[config.mk]
export PLATFORM = sky130hd
export DESIGN_NAME = fp_add_seq_ctrl_flat
export DESIGN_NICKNAME = d
export VERILOG_FILES = /design/src/rtl/fp_add_seq_ctrl_if.sv /design/src/rtl/fp_add_seq_ctrl.sv /design/src/flat_wrapper.sv
export SDC_FILE = /design/constraint.sdc
export NUM_CORES = 1
export LEC_CHECK = 0
export CORE_ASPECT_RATIO = 1.5
export CORE_MARGIN = 8
export CORE_UTILIZATION = 30
export CTS_CLUSTER_SIZE = 20
export DETAILED_ROUTE_END_ITERATION = 16
export HOLD_SLACK_MARGIN = 0.05
export PLACE_DENSITY_LB_ADDON = 0.2
export SLEW_MARGIN = 30
export SYNTH_ARGS = -nofsm -noshare
export SYNTH_HDL_FRONTEND = slang
export SYNTH_SLANG_ARGS = --single-unit
[constraint.sdc]
create_clock -name clk -period 9 [get_ports clk]
set_clock_uncertainty 0.1 [all_clocks]
set_input_delay 0.9 -clock clk [delete_from_list [all_inputs] [get_ports clk]]
set_output_delay 0.9 -clock clk [all_outputs]
set_load 0.1 [all_outputs]
[src/rtl/fp_add_seq_ctrl_if.sv]
// Operand and result handshakes for the sequential FP32 adder.
// The master side supplies operands and accepts results. The slave side is the adder itself.
interface fp_add_seq_ctrl_if;
    logic        in_valid;
    logic        in_ready;
    logic [31:0] in_a;
    logic [31:0] in_b;
    logic        out_valid;
    logic        out_ready;
    logic [31:0] out_sum;
    logic [2:0]  out_flags;

    modport master (
        output in_valid, in_a, in_b, out_ready,
        input  in_ready, out_valid, out_sum, out_flags
    );

    modport slave (
        input  in_valid, in_a, in_b, out_ready,
        output in_ready, out_valid, out_sum, out_flags
    );
endinterface

[src/rtl/fp_add_seq_ctrl.sv]
// Multi-cycle IEEE754 single-precision adder sequencer.
// The block unpacks both operands, aligns them one shift per cycle, then adds or subtracts.
// It normalizes one shift per cycle, rounds to nearest-even and returns the packed sum.
// Internal mantissa layout: [27] carry, [26] hidden, [25:3] fraction, [2:0] guard/round/sticky.
module fp_add_seq_ctrl #(
    parameter int unsigned MAX_ALIGN = 27,
    parameter logic [31:0] CANON_NAN = 32'h7FC00000
) (
    input  logic             clk,
    input  logic             rst,
    fp_add_seq_ctrl_if.slave bus,
    output logic             busy,
    output logic [2:0]       state_o
);

    typedef enum logic [2:0] {
        S_IDLE   = 3'd0,
        S_UNPACK = 3'd1,
        S_ALIGN  = 3'd2,
        S_ADDSUB = 3'd3,
        S_NORM   = 3'd4,
        S_ROUND  = 3'd5,
        S_OUT    = 3'd6
    } state_t;

    localparam logic [7:0] MAX_ALIGN_C = MAX_ALIGN[7:0];

    state_t      state_q, state_d;
    logic [31:0] a_raw_q, a_raw_d;
    logic [31:0] b_raw_q, b_raw_d;
    logic [36:0] op_a_q, op_a_d;        // {sign, exp, mant}
    logic [36:0] op_b_q, op_b_d;
    logic [7:0]  diff_q, diff_d;        // remaining alignment shifts
    logic        b_small_q, b_small_d;  // 1: B has the smaller (or equal) exponent
    logic        res_sign_q, res_sign_d;
    logic [9:0]  res_exp_q, res_exp_d;  // wide enough to see overflow past 255
    logic [27:0] res_mant_q, res_mant_d;
    logic        special_q, special_d;  // result already resolved during unpack
    logic [31:0] out_sum_q, out_sum_d;
    logic [2:0]  out_flags_q, out_flags_d;

    // Operand decode
    logic [7:0]  ea_f, eb_f, ea_eff, eb_eff;
    logic        nan_a, nan_b, inf_a, inf_b;
    logic [36:0] op_a_unp, op_b_unp;

    assign ea_f   = a_raw_q[30:23];
    assign eb_f   = b_raw_q[30:23];
    // Subnormals use effective exponent 1 with the hidden bit clear.
    assign ea_eff = (ea_f == 8'd0) ? 8'd1 : ea_f;
    assign eb_eff = (eb_f == 8'd0) ? 8'd1 : eb_f;
    assign nan_a  = (&ea_f) & (|a_raw_q[22:0]);
    assign nan_b  = (&eb_f) & (|b_raw_q[22:0]);
    assign inf_a  = (&ea_f) & ~(|a_raw_q[22:0]);
    assign inf_b  = (&eb_f) & ~(|b_raw_q[22:0]);
    assign op_a_unp = {a_raw_q[31], ea_eff, 1'b0, (ea_f != 8'd0), a_raw_q[22:0], 3'b000};
    assign op_b_unp = {b_raw_q[31], eb_eff, 1'b0, (eb_f != 8'd0), b_raw_q[22:0], 3'b000};

    // Magnitude add/subtract of the aligned mantissas. An exact zero is forced to +0.
    logic [27:0] add_mant;
    logic        add_sign;
    always_comb begin
        add_mant = '0;
        add_sign = 1'b0;
        if (op_a_q[36] == op_b_q[36]) begin
            add_mant = op_a_q[27:0] + op_b_q[27:0];
            add_sign = op_a_q[36];
        end else if (op_a_q[27:0] >= op_b_q[27:0]) begin
            add_mant = op_a_q[27:0] - op_b_q[27:0];
            add_sign = op_a_q[36];
        end else begin
            add_mant = op_b_q[27:0] - op_a_q[27:0];
            add_sign = op_b_q[36];
        end
        if (add_mant == 28'd0) add_sign = 1'b0;
    end

    // Round-to-nearest-even and pack. A rounding carry renormalizes in place.
    logic        rnd_up;
    logic [24:0] rnd_sig;
    logic [9:0]  rnd_exp;
    logic [31:0] rnd_sum;
    logic [2:0]  rnd_flags;
    always_comb begin
        rnd_up  = res_mant_q[2] & (res_mant_q[1] | res_mant_q[0] | res_mant_q[3]);
        rnd_sig = {1'b0, res_mant_q[26:3]} + {24'd0, rnd_up};
        rnd_exp = res_exp_q;
        if (rnd_sig[24]) begin
            rnd_sig = {1'b0, rnd_sig[24:1]};
            rnd_exp = res_exp_q + 10'd1;
        end
        if (rnd_exp >= 10'd255) begin
            rnd_sum   = {res_sign_q, 8'hFF, 23'd0};
            rnd_flags = 3'b011;
        end else begin
            // Hidden bit clear here only happens at exp 1, which packs as a subnormal.
            rnd_sum   = {res_sign_q, (rnd_sig[23] ? rnd_exp[7:0] : 8'h00), rnd_sig[22:0]};
            rnd_flags = {2'b00, |res_mant_q[2:0]};
        end
    end

    // Next-state and datapath updates. Each state does one step of the operation.
    logic [27:0] m_small, m_shift;
    always_comb begin
        state_d     = state_q;
        a_raw_d     = a_raw_q;
        b_raw_d     = b_raw_q;
        op_a_d      = op_a_q;
        op_b_d      = op_b_q;
        diff_d      = diff_q;
        b_small_d   = b_small_q;
        res_sign_d  = res_sign_q;
        res_exp_d   = res_exp_q;
        res_mant_d  = res_mant_q;
        special_d   = special_q;
        out_sum_d   = out_sum_q;
        out_flags_d = out_flags_q;
        m_small     = b_small_q ? op_b_q[27:0] : op_a_q[27:0];
        m_shift     = m_small;

        unique case (state_q)
            S_IDLE: begin
                if (bus.in_valid) begin
                    a_raw_d = bus.in_a;
                    b_raw_d = bus.in_b;
                    state_d = S_UNPACK;
                end
            end
            S_UNPACK: begin
                special_d = 1'b0;
                // Special results skip the arithmetic but still pass through ROUND.
                // This gives them a fixed two-cycle latency.
                if (nan_a || nan_b || (inf_a && inf_b && (a_raw_q[31] != b_raw_q[31]))) begin
                    special_d   = 1'b1;
                    out_sum_d   = CANON_NAN;
                    out_flags_d = 3'b100;
                    state_d     = S_ROUND;
                end else if (inf_a) begin
                    special_d   = 1'b1;
                    out_sum_d   = a_raw_q;
                    out_flags_d = 3'b000;
                    state_d     = S_ROUND;
                end else if (inf_b) begin
                    special_d   = 1'b1;
                    out_sum_d   = b_raw_q;
                    out_flags_d = 3'b000;
                    state_d     = S_ROUND;
                end else begin
                    op_a_d = op_a_unp;
                    op_b_d = op_b_unp;
                    if (ea_eff >= eb_eff) begin
                        diff_d    = ea_eff - eb_eff;
                        b_small_d = 1'b1;
                    end else begin
                        diff_d    = eb_eff - ea_eff;
                        b_small_d = 1'b0;
                    end
                    state_d = S_ALIGN;
                end
            end
            S_ALIGN: begin
                if (diff_q == 8'd0) begin
                    state_d = S_ADDSUB;
                end else if (diff_q > MAX_ALIGN_C) begin
                    // Everything would shift out, so only the sticky bit survives.
                    m_shift = {27'd0, |m_small};
                    diff_d  = 8'd0;
                    state_d = S_ADDSUB;
                end else begin
                    m_shift = {1'b0, m_small[27:2], m_small[1] | m_small[0]};
                    diff_d  = diff_q - 8'd1;
                    if (diff_q == 8'd1) state_d = S_ADDSUB;
                end
                if (b_small_q) op_b_d[27:0] = m_shift;
                else           op_a_d[27:0] = m_shift;
            end
            S_ADDSUB: begin
                res_mant_d = add_mant;
                res_sign_d = add_sign;
                res_exp_d  = {2'b00, (b_small_q ? op_a_q[35:28] : op_b_q[35:28])};
                state_d    = S_NORM;
            end
            S_NORM: begin
                if (res_mant_q[27]) begin
                    res_mant_d = {1'b0, res_mant_q[27:2], res_mant_q[1] | res_mant_q[0]};
                    res_exp_d  = res_exp_q + 10'd1;
                    state_d    = S_ROUND;
                end else if (!res_mant_q[26] && (res_exp_q > 10'd1)) begin
                    res_mant_d = {res_mant_q[26:0], 1'b0};
                    res_exp_d  = res_exp_q - 10'd1;
                end else begin
                    state_d = S_ROUND;
                end
            end
            S_ROUND: begin
                if (!special_q) begin
                    out_sum_d   = rnd_sum;
                    out_flags_d = rnd_flags;
                end
                state_d = S_OUT;
            end
            S_OUT: begin
                if (bus.out_ready) state_d = S_IDLE;
            end
            default: state_d = S_IDLE;
        endcase
    end

    // State and datapath registers. Reset aborts any operation in flight.
    always_ff @(posedge clk or posedge rst) begin
        if (rst) begin
            state_q     <= S_IDLE;
            a_raw_q     <= '0;
            b_raw_q     <= '0;
            op_a_q      <= '0;
            op_b_q      <= '0;
            diff_q      <= '0;
            b_small_q   <= 1'b0;
            res_sign_q  <= 1'b0;
            res_exp_q   <= '0;
            res_mant_q  <= '0;
            special_q   <= 1'b0;
            out_sum_q   <= '0;
            out_flags_q <= '0;
        end else begin
            state_q     <= state_d;
            a_raw_q     <= a_raw_d;
            b_raw_q     <= b_raw_d;
            op_a_q      <= op_a_d;
            op_b_q      <= op_b_d;
            diff_q      <= diff_d;
            b_small_q   <= b_small_d;
            res_sign_q  <= res_sign_d;
            res_exp_q   <= res_exp_d;
            res_mant_q  <= res_mant_d;
            special_q   <= special_d;
            out_sum_q   <= out_sum_d;
            out_flags_q <= out_flags_d;
        end
    end

    assign bus.in_ready  = (state_q == S_IDLE);
    assign bus.out_valid = (state_q == S_OUT);
    assign bus.out_sum   = out_sum_q;
    assign bus.out_flags = out_flags_q;
    assign busy          = (state_q != S_IDLE);
    assign state_o       = state_q;

endmodule

[src/flat_wrapper.sv]
// flat-port wrapper written by rule: the top's interface ports become plain ports
module fp_add_seq_ctrl_flat 
#(
    parameter int unsigned MAX_ALIGN = 27,
    parameter logic [31:0] CANON_NAN = 32'h7FC00000
)
  (clk, rst, busy, state_o, bus_in_valid, bus_in_a, bus_in_b, bus_out_ready, bus_in_ready, bus_out_valid, bus_out_sum, bus_out_flags);
  fp_add_seq_ctrl_if bus_i ();
  input  logic clk;
  input  logic rst;
  output logic busy;
  output logic [2:0] state_o;
  input wire logic [$bits(bus_i.in_valid)-1:0] bus_in_valid;
  input wire logic [$bits(bus_i.in_a)-1:0] bus_in_a;
  input wire logic [$bits(bus_i.in_b)-1:0] bus_in_b;
  input wire logic [$bits(bus_i.out_ready)-1:0] bus_out_ready;
  output wire logic [$bits(bus_i.in_ready)-1:0] bus_in_ready;
  output wire logic [$bits(bus_i.out_valid)-1:0] bus_out_valid;
  output wire logic [$bits(bus_i.out_sum)-1:0] bus_out_sum;
  output wire logic [$bits(bus_i.out_flags)-1:0] bus_out_flags;
  assign bus_i.in_valid = bus_in_valid;
  assign bus_i.in_a = bus_in_a;
  assign bus_i.in_b = bus_in_b;
  assign bus_i.out_ready = bus_out_ready;
  assign bus_in_ready = bus_i.in_ready;
  assign bus_out_valid = bus_i.out_valid;
  assign bus_out_sum = bus_i.out_sum;
  assign bus_out_flags = bus_i.out_flags;
  fp_add_seq_ctrl #(.MAX_ALIGN(MAX_ALIGN), .CANON_NAN(CANON_NAN)) u_core (.clk(clk), .rst(rst), .bus(bus_i), .busy(busy), .state_o(state_o));
endmodule
# Word-level counts from Yosys, hierarchy flattened
# Index checks and enable logic that the tools add are counted.
totals:
  wordCells: 160
  ff_bits: 225
  output_inout_bits: 41
  in_bits: 68
op_classes:
  n_mux: 64
  n_addsub: 9
  n_lt_le_gt_ge: 5
  reduce_logical: 31
  n_bitwise: 13
  n_eq_ne: 22
ops:
  columns: ["operator", "count"]
  rows:
  - ["$mux W28", 14]
  - ["$pmux W28 S2", 3]
  - ["$mux W32", 4]
  - ["$mux W8", 10]
  - ["$pmux W32 S2", 1]
  - ["$sub A28 B28 Y28", 2]
  - ["$reduce_or A23 Y1", 2]
  - ["$mux W3", 14]
  - ["$mux W31", 1]
  - ["$mux W10", 3]
  - ["$add A28 B28 Y28", 1]
  - ["$ge A28 B28 Y1", 1]
  - ["$logic_not A28 Y1", 1]
  - ["$reduce_or A28 Y1", 1]
  - ["$mux W27", 1]
  - ["$add A24 B1 Y25", 1]
  - ["$logic_not A8 Y1", 3]
  - ["$mux W24", 1]
  - ["$pmux W3 S7", 1]
  - ["$pmux W10 S2", 1]
  - ["$ne A2 B2 Y1 const B", 8]
  - ["$pmux W8 S2", 1]
  - ["$reduce_and A8 Y1", 2]
  - ["$reduce_bool A8 Y1", 2]
  - ["35 further kinds", 65]

# Logic depth before layout (Yosys ltp)
logic_depth:
  depth_word: 9
  mapped_depth: 17
  depth_no_buf: 16

# Worst setup path before layout
# No wires, ideal clock.
synth_path:
  kind: "reg-to-reg"
  start: "register u_core.state_q[0], in the netlist u_core.state_o[0]"
  end: "register u_core.b_raw_q[22]"
  setup_ns: 0.130
  t_arrival_ns: 3.680
  synth_period_minus_slack_ns: 3.910
  n_path_buf: 4
  required_ns: 8.770
  stages_incl_launch_ff: 10
  path_slack_ns: 5.090
  path_cell_list: "dfrtp_1 > clkbuf_1 > or3_1 > inv_1 > and2_1 > clkbuf_1 > buf_1 > clkbuf_1 > nand2_1 > o21ai_0"
synth_between:
  elab_chain_len: 2
synth_rtl:
  columns: ["element", "line", "source"]
  rows:
  - ["start, declared", "fp_add_seq_ctrl.sv:28", "state_t state_q, state_d;"]
  - ["start signal, assigned", "fp_add_seq_ctrl.sv:226", "state_q <= state_d;"]
  - ["$logic_not A3 Y1", null, null]
  - ["named net bus_in_ready", "flat_wrapper.sv:17", "output wire logic [$bits(bus_i.in_ready)-1:0] bus_in_ready;"]
  - ["$reduce_and A2 Y1 (no line)", null, null]
  - ["end signal, assigned", "fp_add_seq_ctrl.sv:228", "b_raw_q <= b_raw_d;"]
  - ["end, declared", "fp_add_seq_ctrl.sv:30", "logic [31:0] b_raw_q, b_raw_d;"]
# The timed path passes the listed nets, and every way through them passes these cells.
# A chain may end at the register's enable or synchronous reset.

# Final worst setup path
layout_path:
  start: "register u_core.op_a_q[0]"
  end: "register u_core.res_sign_q"
layout_between:
  elab_chain_len: 5
  word_cells_on_any_way: 10
  cone_classes: "add/sub (3); order compare (1); mux (5); reduce/logical (1)"
layout_rtl:
  columns: ["element", "line", "source"]
  rows:
  - ["start, declared", "fp_add_seq_ctrl.sv:31", "logic [36:0] op_a_q, op_a_d;"]
  - ["start signal, assigned", "fp_add_seq_ctrl.sv:229", "op_a_q <= op_a_d;"]
  - ["$sub A28 B28 Y28, or another cell as far along", "fp_add_seq_ctrl.sv:72", "add_mant = op_b_q[27:0] - op_a_q[27:0];"]
  - ["$mux W28", "fp_add_seq_ctrl.sv:68", "end else if (op_a_q[27:0] >= op_b_q[27:0]) begin"]
  - ["$mux W28", "fp_add_seq_ctrl.sv:65", "if (op_a_q[36] == op_b_q[36]) begin"]
  - ["$logic_not A28 Y1", "fp_add_seq_ctrl.sv:75", "if (add_mant == 28'd0) add_sign = 1'b0;"]
  - ["$mux W1 *", "fp_add_seq_ctrl.sv:75", null]
  - ["end signal, assigned", "fp_add_seq_ctrl.sv:233", "res_sign_q <= res_sign_d;"]
  - ["end, declared", "fp_add_seq_ctrl.sv:35", "logic res_sign_q, res_sign_d;"]
# Mark *: on every way between the ends. The rest lies on a longest branch, timed or not.

==> run summary <==
In the routed layout, each cell is associated on average with a via count of 5.64. For the cell area after synthesis, the log shows 16,700 µm². The pin count of the biggest net entering global routing was 137. The number of antenna violations at the first check in global routing came out at 0.

The most critical setup path has its startpoint at u_core.op_a_q[0]$_DFFE_PP0P_. The count of maximum capacitance violations came out at 0. The finished layout holds 2,782 standard cells, fillers aside. The finished cells cover 19,200 µm². For this block, the routed nets add up to 63,100 µm of wire.

The count of nets left with antenna violations once routing finished came out at 0. The tools report the register area share after synthesis as 33.7%. The number of buffer cells added on primary ports came out at 108.

Setup repair after global routing left no endpoint under its margin. The run gives 0 as the hold violation total from the final report. The site row count was 106; the share of the cycle needed by the critical path after routing was 53.9%. Setup violations remaining at the end of the flow were counted as 0. After synthesis, the cell types taking the most area are dfrtp_1, ha_1, a21oi_1, o21ai_0, nand2_1. After detailed placement, the design holds a cell count of 2,740. The number of antenna diodes in the final layout is 0.

Together, buffers and inverters on the worst path number 2. TritonCTS built the clock tree. Counting every sink on the clock net gives 225. Of all cell types, the one taking the most synthesized area is dfrtp_1. In the final routed layout, each cell accounts on average for 22.7 µm. Number of pins with negative max-slew slack in the final report: 0. Hold is met by 365 ps.

The achievable frequency is 206 MHz, and the flop and latch count out of synthesis is 225. The first global-routing pass estimated 96,500 µm of wire. In the synthesized netlist the async set-or-reset flop fraction comes to 100%. The overall overflow remaining after global route was 0; the height of the die was 305 µm. The reg-to-reg setup timing slack was 4150 ps. Walking the worst path, the cells encountered are inv_1, ha_1, inv_1, fa_1, a211oi_1, o211a_1, o31a_1, or2_1, nand2_1, mux2_2, o41ai_2, xor2_1, nand4b_1, nor4_1, nor2_1.

The most common cell in the synthesized netlist is dfrtp_1. The synthesized netlist devotes 17.9% of its cell area to simple gates. After floorplanning, the core was sized to cover 55,400 µm². The endpoint arrival time on the critical path is 5220 ps. Compared with the post-synthesis result, the final layout area differs by 14.6%. The worst setup path is of the reg -> reg kind. After synthesis, the most frequently instantiated cells are dfrtp_1, nand2_1, nor2_1, a21oi_1, o21ai_0.

The run finished with clean final reports. The number of global-route vias before repair came out at 15.4k. The slowest stage of the critical path is the nand2_1 cell.

Broken down by cell family, the worst path's largest delay share belongs to simple AND/OR/NAND/NOR gates. Routability-driven placement finished with a final weighted congestion of 0.949. Synthesis produced a netlist whose cell count is 2,040. The buffer levels on the longest clock path was 3. The synthesized design contains 0 enable-type register cells.

The initial utilization of the core area, before any placement, comes to 30.2%. The routed via count was 15.7k. STA classifies the critical path endpoint as a flip-flop. In this run, post-CTS hold repair placed 0 buffers.

Of the total synthesized cell area, the portion taken by full adders, half adders and majority gates is 8.60%. The number of gates resized after CTS was 0. After synthesis, the largest family of logic cells by area is compound AO/OA/AOI/OAI gates. The die extent in x works out to 209 µm. The worst path needs 4850 ps of the cycle, external delays included. Highest cell delay on the worst timing path: 560 ps. The critical path runs through a total of 15 cells. The data required time at the worst endpoint is 9370 ps, and the count of different cell masters after synthesis is 87. Of the cells placed in the final design, the portion with a size suffix greater than 1 is 8.03%.

In this run the worst setup path terminates at u_core.res_sign_q$_DFFE_PP0P_. The clock input transition at the sequential cells of the worst setup and hold paths was 70 ps. Summing all placed instances gives a cell area of 18,400 µm². The first detailed-routing pass took 8 iterations. Type of element launching the critical path: a flip-flop. At the pin with the least slew margin, the transition time is 1000 ps. Summing the areas of all xor and xnor instances in the mapped netlist gives 2.67% of the synthesized area. Among the stages of the critical path, the cell type that occurs most often is inv_1. When the netlist entered floorplanning its net count stood at 2,220. The overall global routing resource usage was 19.1%. For this block, the initial DRC count from the detailed router was 1,378. In this run the critical register-to-register path is launched from u_core.op_a_q[0]$_DFFE_PP0P_. For the worst-skew pair, the clock arrives at the later sink with an insertion delay of 580 ps.

Cell chosen for the clock root: clkbuf_16. The die outline area is 63,700 µm². The reg-to-reg endpoint was u_core.res_sign_q$_DFFE_PP0P_. The number of clock buffers added by TritonCTS is 25.

Averaged over all synthesized cells, the footprint is 8.20 µm². Once detailed placement completed, the half-perimeter wirelength came to 49,000 µm. In this run the tightest slew margin relative to its limit is 32.9%. The warning count from the yosys run is 0, and the number of H-tree branching levels is 1. Type of the most critical hold path: reg -> reg. The net count of the finished layout is 2,245. In this run the post-CTS setup repair buffer count came out at 0. The depth of the worst register-to-register path is 15, and the I/O pin total is 109. The synthesized design devotes to its leading area cell type 33.7% of total area. In the routed design, unresolved DRC markers number 0. Of the post-synthesis cell area, the part taken by muxes is 6.43%. For this run, the leading register cell type out of synthesis is dfrtp_1.

The synthesized netlist devotes 24.7% of its cell area to compound gates. Of all nets on the critical path, the largest fanout is 16. For the final-layout setup total negative slack, the log shows 0 ps.
layer usage:
metal  wire (µm)  share of wire (%)  vias up  GRT usage, %
li1            -                  -     7420             -
met1       25900                 41     7666          22.9
met2       31400                 50      481          33.5
met3        2580                4.1      130          2.08
met4        3190                5.1        0          9.28
met5           0                  0        -             0
placed cells by master, fill, tap and decap left out, types with 9 or more instances in the layout:
cell type        count
dfrtp_1            224
o21ai_0            159
o22ai_1             23
clkdlybuf4s50_1    103
mux2_2              60
nand2_1            206
xor2_1              14
a211oi_1            20
clkbuf_16           25
inv_1              116
or4_1               12
a21o_1              22
a221oi_1            12
o21bai_1            12
o211ai_1            19
mux2i_1             40
nand2b_1            12
a21oi_1            197
and3_1              17
o31ai_1             30
buf_4               24
nand4_1             31
nor2b_1             17
a222oi_1            14
nor2_1             199
nor3_1              37
o21a_1               9
xnor2_1             35
nor4_1              30
ha_1               107
nand3_1             30
a31oi_1             41
and2_1              12
flip-flops by register name (all words and copies together), names as in the netlist:
| register | count |
|---|---|
| u_core.res_sign_q | 1 |
| u_core.b_raw_q | 32 |
| u_core.res_mant_q | 28 |
| u_core.diff_q | 8 |
| u_core.res_exp_q | 10 |
| u_core.op_a_q | 37 |
| u_core.b_small_q | 1 |
| u_core.op_b_q | 37 |
| u_core.bus.out_sum | 32 |
| u_core.a_raw_q | 32 |
| u_core.bus.out_flags | 3 |
| u_core.state_o | 3 |
| u_core.special_q | 1 |
metrics by stage:
step                      util, %  worst slack [ps]
after global placement       33.2              4200
after floorplan                 -              1840
after CTS                    34.6              4260
after global routing         34.6              3860
final                        34.6              4150
after detailed placement     33.2              4280
worst reg2reg max path, cell delays in order, from the launching register on:
cell and delay [ps]:
dfrtp_1 420, inv_1 100, ha_1 170, inv_1 60, fa_1 410, a211oi_1 360, o211a_1 290, o31a_1 260
or2_1 550, nand2_1 560, mux2_2 440, o41ai_2 240, xor2_1 300, nand4b_1 140, nor4_1 270, nor2_1 60
how the worst min path moves through the flow:
stage                     slack [ps]                                start                                  end  cells after the start
after floorplan                  340        u_core.op_b_q[35]$_DFFE_PP0P_        u_core.op_b_q[35]$_DFFE_PP0P_                      2
after global placement           360        u_core.op_a_q[34]$_DFFE_PP0P_        u_core.op_a_q[34]$_DFFE_PP0P_                      2
after detailed placement         360  u_core.bus.out_flags[0]$_DFFE_PP0P_  u_core.bus.out_flags[0]$_DFFE_PP0P_                      2
after CTS                        370  u_core.bus.out_flags[0]$_DFFE_PP0P_  u_core.bus.out_flags[0]$_DFFE_PP0P_                      2
after global routing             390        u_core.op_b_q[28]$_DFFE_PP0P_        u_core.op_b_q[28]$_DFFE_PP0P_                      2
final                            360  u_core.bus.out_flags[0]$_DFFE_PP0P_  u_core.bus.out_flags[0]$_DFFE_PP0P_                      2
logic make-up (layout without fill, tap and decap cells):
family / Yosys count / in the layout
flip-flops: 225 / 225
adder cells (fa/ha/maj): 112 / 112
AO/OA/AOI/OAI: 652 / 652
AND/OR/NAND/NOR: 645 / 645
XOR/XNOR: 51 / 51
buffers and inverters: 255 / 295
multiplexers: 100 / 100
layout make-up:
class | count | area, µm²
timing repair buffer | 133 | 1260
tap | 702 | 878
fill | 5896 | 36300
inverter | 120 | 458
sequential | 225 | 5630
clock buffer | 33 | 696
multi-input combinational | 1560 | 10200
clock inverter | 9 | 92.6
Power is not shown: default switching activity piles up to over one toggle a cycle in this logic, so the estimate is an artifact.
